**config.mk**
```make
export PLATFORM = sky130hd
export DESIGN_NAME = avr_dmem_arbiter
export DESIGN_NICKNAME = d
export VERILOG_FILES = /design/src/rtl/avr_dmem_arbiter.sv
export SDC_FILE = /design/constraint.sdc
export NUM_CORES = 1
export LEC_CHECK = 0
export CAP_MARGIN = 40
export CORE_ASPECT_RATIO = 1.2
export CORE_MARGIN = 1.5
export CORE_UTILIZATION = 25
export CTS_CLUSTER_DIAMETER = 40
export DETAILED_ROUTE_END_ITERATION = 8
export MAX_ROUTING_LAYER = met4
export PLACE_DENSITY_LB_ADDON = 0.05
export REMOVE_ABC_BUFFERS = 1
export SYNTH_ARGS = -nofsm -noshare
export SYNTH_HDL_FRONTEND = slang
export SYNTH_SLANG_ARGS = --single-unit
```
**constraint.sdc**
```tcl
create_clock -name CLK -period 4.3 [get_ports CLK]
set_input_delay 0.43 -clock CLK [delete_from_list [all_inputs] [get_ports CLK]]
set_output_delay 0.43 -clock CLK [all_outputs]
set_load 0.1 [all_outputs]
```
**src/rtl/avr_dmem_arbiter.sv**
```systemverilog
// avr_dmem_arbiter: shares one synchronous data RAM between the AVR data port and an auxiliary requester
// Ports: CLK/RST (async active-high); cpu_* is the core data port, where cpu_wait holds the core for a forced aux slot;
// aux_* is the auxiliary request/grant/read-return port; mem_* drives the single-port RAM (read data one cycle after address).
module avr_dmem_arbiter #(
  parameter int AW = 16,
  parameter int DW = 8,
  parameter int MAX_WAIT = 8
) (
  input  logic          CLK,
  input  logic          RST,
  input  logic          cpu_en,
  input  logic          cpu_we,
  input  logic [AW-1:0] cpu_addr,
  input  logic [DW-1:0] cpu_wdata,
  output logic [DW-1:0] cpu_rdata,
  output logic          cpu_wait,
  input  logic          aux_req,
  input  logic          aux_we,
  input  logic [AW-1:0] aux_addr,
  input  logic [DW-1:0] aux_wdata,
  output logic          aux_gnt,
  output logic [DW-1:0] aux_rdata,
  output logic          aux_rvalid,
  output logic [AW-1:0] mem_addr,
  output logic          mem_we,
  output logic [DW-1:0] mem_wdata,
  input  logic [DW-1:0] mem_rdata
);
  localparam int CW = $clog2(MAX_WAIT + 1);
  typedef enum logic [1:0] {OWN_NONE, OWN_CPU, OWN_AUX} owner_t;
  logic [CW-1:0] wait_cnt;
  owner_t        rd_owner;
  logic [DW-1:0] cpu_hold, aux_hold;
  logic          force_slot, cpu_gnt;
  // Grants are gated by RST so nothing reaches the RAM while reset is held.
  always_comb begin
    force_slot = aux_req & (wait_cnt == CW'(MAX_WAIT));
    aux_gnt    = !RST & (force_slot | (!cpu_en & aux_req));
    cpu_gnt    = !RST & cpu_en & !force_slot;
    cpu_wait   = !RST & cpu_en & force_slot;
    mem_addr   = aux_gnt ? aux_addr : cpu_addr;
    mem_wdata  = aux_gnt ? aux_wdata : cpu_wdata;
    mem_we     = aux_gnt ? aux_we : (cpu_gnt & cpu_we);
    cpu_rdata  = (rd_owner == OWN_CPU) ? mem_rdata : cpu_hold;
    aux_rdata  = (rd_owner == OWN_AUX) ? mem_rdata : aux_hold;
    aux_rvalid = (rd_owner == OWN_AUX);
  end
  always_ff @(posedge CLK or posedge RST) begin
    if (RST) begin
      wait_cnt <= '0;
      rd_owner <= OWN_NONE;
      cpu_hold <= '0;
      aux_hold <= '0;
    end else begin
      wait_cnt <= (aux_gnt | !aux_req) ? '0 : (wait_cnt == CW'(MAX_WAIT)) ? wait_cnt : wait_cnt + 1'b1;
      rd_owner <= (cpu_gnt & !cpu_we) ? OWN_CPU : (aux_gnt & !aux_we) ? OWN_AUX : OWN_NONE;
      if (rd_owner == OWN_CPU) cpu_hold <= mem_rdata;
      if (rd_owner == OWN_AUX) aux_hold <= mem_rdata;
    end
  end
endmodule

```
=== Word-level counts from Yosys, hierarchy flattened ===
Cells that the tools add are included.
W data, S select, Z words.

* Register bits: 22
* Input port bits: 62
* Word-level logic and storage cells: 35
* Output and inout bits: 44

* Add/sub/neg operators: 1
* Muxes and demuxes: 9
* Bitwise gates (word level): 11
* Equal/unequal tests: 4
* Reductions and logical operators: 6

{| class="wikitable"
|+ Operator list
! operator !! number
|-
| $mux W8 || 3
|-
| $mux W16 || 1
|-
| $and A1 B1 Y1 || 9
|-
| $mux W4 || 2
|-
| $logic_not A1 Y1 || 6
|-
| $add A4 B1 Y4 const B || 1
|-
| $eq A4 B4 Y1 const B || 1
|-
| $mux W2 || 2
|-
| $eq A2 B1 Y1 const B || 1
|-
| $eq A2 B2 Y1 const B || 1
|-
| $ne A2 B2 Y1 const B || 1
|-
| $or A1 B1 Y1 || 2
|-
| $mux W1 || 1
|}

=== Depth between registers and ports, before layout ===
* Depth after elaboration: 7
* Gate-level depth with buffers: 6
* Depth with buffers taken out: 5

=== Least setup slack after synthesis ===
Ideal clock, no wire load.

* Kind: reg-to-output
* Start point: reg wait_cnt[0]
* End point: out mem_we
* Buffers on the path: 0
* Data required time: 3870 ps
* Arrival time: 3313 ps
* Stages on the path, launching flop included: 6
* Setup slack: 557 ps
* Cell sequence: dfrtp_1 > inv_1 > ha_1 > nand3b_4 > and2_2 > o32ai_1

* Cells in the longest elaborated chain, start to end: 6
* Elaborated cells between the ends (all ways): 8
* Classes of those cells: eq/ne (1); mux (1); bitwise (5); reduce/logical (1)

{| class="wikitable"
|+ RTL lines
! what !! line !! text
|-
| start: declaration || 31 || <nowiki>logic [CW-1:0] wait_cnt;</nowiki>
|-
| start signal: assignment || 55 || <nowiki>wait_cnt <= (aux_gnt | !aux_req) ? '0 : (wait_cnt == CW'(MAX_WAIT)) ? wait_cnt : wait_cnt + 1'b1;</nowiki>
|-
| $eq A4 B4 Y1 (*) || 37 || <nowiki>force_slot = aux_req & (wait_cnt == CW'(MAX_WAIT));</nowiki>
|-
| $and A1 B1 Y1 (*) || 37 ||
|-
| $logic_not A1 Y1 || 39 || <nowiki>cpu_gnt = !RST & cpu_en & !force_slot;</nowiki>
|-
| $and A1 B1 Y1 || 39 ||
|-
| $and A1 B1 Y1 || 43 || <nowiki>mem_we = aux_gnt ? aux_we : (cpu_gnt & cpu_we);</nowiki>
|-
| $mux W1 (*) || 43 ||
|-
| end: declaration || 25 || <nowiki>output logic mem_we,</nowiki>
|}

Mark *: on every way between the ends. The rest lies on a longest branch, timed or not.

=== Worst setup path after layout ===
* Start point: in RST
* End point: out mem_wdata[0]

* Cells in the longest elaborated chain, start to end: 3

{| class="wikitable"
|+ RTL lines
! what !! line !! text
|-
| start: declaration || 10 || <nowiki>input logic RST,</nowiki>
|-
| $logic_not A1 Y1 (no line) || n/a ||
|-
| $and A1 B1 Y1 || 38 || <nowiki>aux_gnt = !RST & (force_slot | (!cpu_en & aux_req));</nowiki>
|-
| $mux W8 || 42 || <nowiki>mem_wdata = aux_gnt ? aux_wdata : cpu_wdata;</nowiki>
|-
| end: declaration || 26 || <nowiki>output logic [DW-1:0] mem_wdata,</nowiki>
|}

No other way between the ends.

==> run summary <==
Status -> complete, no violations
Final WL -> 3790 um
Ant. Diodes -> 0
Die W -> 70.4 um
Sequential area share after synthesis -> 40.4%
Most common cell in the netlist -> dfrtp_1
DR iter-0 viols -> 17
PortBufs -> 105
Wire per inst -> 13.3 um
Post-route ant nets -> 0
Hold Crit Endpoint -> aux_hold[3]$_DFF_PP0_
Clock Skew -> 0.0104 ns
Area growth from synthesis to layout -> 103%
Worst Setup Path Type -> in2out
Clock Latency Late Sink -> 0.26 ns
Initial antenna violation count -> 0
Slowest stage delay, CP -> 0.55 ns
Slowest cell on crit path -> clkdlybuf4s50_1
Final setup vio count -> 0
# hold bufs at CTS -> 0
Post-synthesis cell area -> 1360 um^2
Startpoint Class -> input port
Required @ worst endpoint -> 3.87 ns
Final Wtd Congestion -> 0.706
# clock sinks -> 22
Post-synth ARST share -> 100%
Critical path arrival -> 2.40 ns
Share of post-route cells with drive strength above 1 -> 42.2%
Critical R2R Launch -> rd_owner[1]$_DFF_PP0_
Fin. Hold Viols -> 0
Pin count of the biggest net entering global routing -> 20
Number of synthesized flops with an enable pin -> 0
Die H -> 83.9 um
Top post-synthesis cells by count -> dfrtp_1 (22), mux2_2 (21), mux2_4 (19)
Clock buffer depth -> 2
CTS Root Buffer Type -> clkbuf_8
IO Count -> 106
Initial DRT Pass Iterations -> 5
Cells after Synth -> 100
Synth top area cells -> dfrtp_1 (40%), mux2_4 (21%), mux2_2 (17%), buf_12 (2.9%), ha_1 (1.8%)
Fin crit share -> 65.9%
DR DRC count -> 0
Via/cell ratio -> 4.43
Core area -> 5260 um^2
Grt total ovfl -> 0
Post-CTS Setup Inserts -> 0
HPWL Detailed -> 3260 um
Die area -> 5910 um^2
Fmax -> 353 MHz
Via count -> 1262
Worst-margin pin slew -> 0.747 ns
Synth warn -> 0
Yosys top cell by area -> dfrtp_1
Resized cells post-CTS -> 0
Initial Utilization -> 25.9%
CP cell instances -> clkdlybuf4s50_1 > nand2b_4 > a21oi_4 > buf_16 > mux2_4 > buf_4
CTS clk-pin slew, worst paths -> 0.07 ns
Reg2reg path depth -> 2
Syn Area/Cell -> 13.6 um^2
CTS Buf Count -> 3
Hold Path Depth -> 1
Gr usage total -> 13.5%
Hold Crit Class -> reg2reg
Slew Limit Fails -> 0
Worst hold start -> aux_hold[3]$_DFF_PP0_
Top-area cell type share of the netlist area -> 40.4%
CP max FO -> 15
Seq cells post-synth -> 22
Static Leak -> 1.22 nW
CP Capture Type -> primary output
WHS -> 0.495 ns
Maximum vdd drop -> 155 uV
Row cnt -> 29
H-tree levels -> 1
Worst slew margin -> 50.1%
Nets -> 288
PwrDens -> 432 nW/um^2
Top FF cell, synth -> dfrtp_1
Count of cell types in the netlist -> 25
CTS tree -> yes
RSZ-0062 raised after global routing -> false
RR Endpoint -> cpu_hold[4]$_DFF_PP0_
Minimum clock period after layout -> 2.83 ns
First-pass GRT wire length -> 6240 um
Reg2reg setup slack -> 2.78 ns
Vias in the first global route -> 1358
Final TNS setup -> 0 ns
Maxcap violations -> 0
-- routing by layer --
layer / share of wire (%) / routed length (um) / vias up / global-route usage (%)
met4: 0.90 / 34 / 0 / 4.20
li1: - / - / 602 / -
met3: 5.4 / 204 / 2 / 1.81
met2: 54 / 2060 / 63 / 24.0
met5: 0 / 0 / - / -
met1: 39 / 1500 / 595 / 15.5
-- kinds of logic (layout without fill, tap and decap cells) --
kind of cell / Yosys count / after routing / synth area share (%)
compound gates: 6 / 6 / 3.67
xor+xnor: 2 / 2 / 1.28
fa+ha+maj: 2 / 2 / 1.83
buf+inv: 11 / 134 / 5.96
flops: 22 / 22 / 40.4
mux: 40 / 40 / 38.3
simple gates: 17 / 17 / 8.63
-- layout make-up --
cell class	instances	area (um^2)
sequential	22	551
clock inverter	1	30.0
fill	455	2490
tap	62	77.6
multi-input combinational	67	732
inverter	6	22.5
timing repair buffer	124	1320
clock buffer	3	41.3
-- report_power, final --
| part | switching (mW) | internal [mW] |
|---|---|---|
| logic | 0.475 | 0.283 |
| registers | 0.00974 | 0.242 |
| clock network | 0.0638 | 0.124 |
| total | 0.548 | 0.649 |
-- through the flow --
step	cell area (um^2)	cells	worst slack, ns	utilization (%)	power, mW
after floorplan	1310	95	0.557	-	0.727
after global placement	2370	262	1.28	45.0	0.883
after detailed placement	2700	281	1.44	51.3	1.02
after CTS	2770	285	1.41	52.7	1.21
after global routing	2770	285	1.32	52.7	1.24
final	2770	285	1.47	52.7	1.20
-- worst max-delay path: cells and delay by family --
kind / cells / cell delay, ns
simple gates: 1 / 0.23
buf+inv: 3 / 1.01
mux: 1 / 0.31
compound gates: 1 / 0.41
-- worst max-delay path by stage --
stage                         endpoint                    start
after floorplan                 mem_we  wait_cnt[0]$_DFFE_PP0P_
after global placement    mem_wdata[7]                      RST
after detailed placement  mem_wdata[4]                      RST
after CTS                 cpu_rdata[3]    rd_owner[1]$_DFF_PP0_
after global routing      cpu_rdata[3]    rd_owner[1]$_DFF_PP0_
final                     mem_wdata[0]                      RST
-- cell usage in the layout (no fill, tap or decap), types with 2 or more instances in the layout --
master | netlist | final
inv_1 | 6 | 6
nand2_1 | 2 | 2
clkbuf_8 | 0 | 3
buf_8 | 0 | 15
buf_16 | 0 | 4
dfrtp_1 | 22 | 22
o32ai_1 | 2 | 2
nand3_1 | 4 | 4
mux2_4 | 19 | 19
clkdlybuf4s50_1 | 0 | 78
mux2_2 | 21 | 21
ha_1 | 2 | 2
nor3_1 | 4 | 4
buf_4 | 0 | 27
-- state kept, by name, indices dropped and copies added (netlist names) --
name      count
wait_cnt      4
aux_hold      8
cpu_hold      8
rd_owner      2
(Power assumes the default switching activity.)
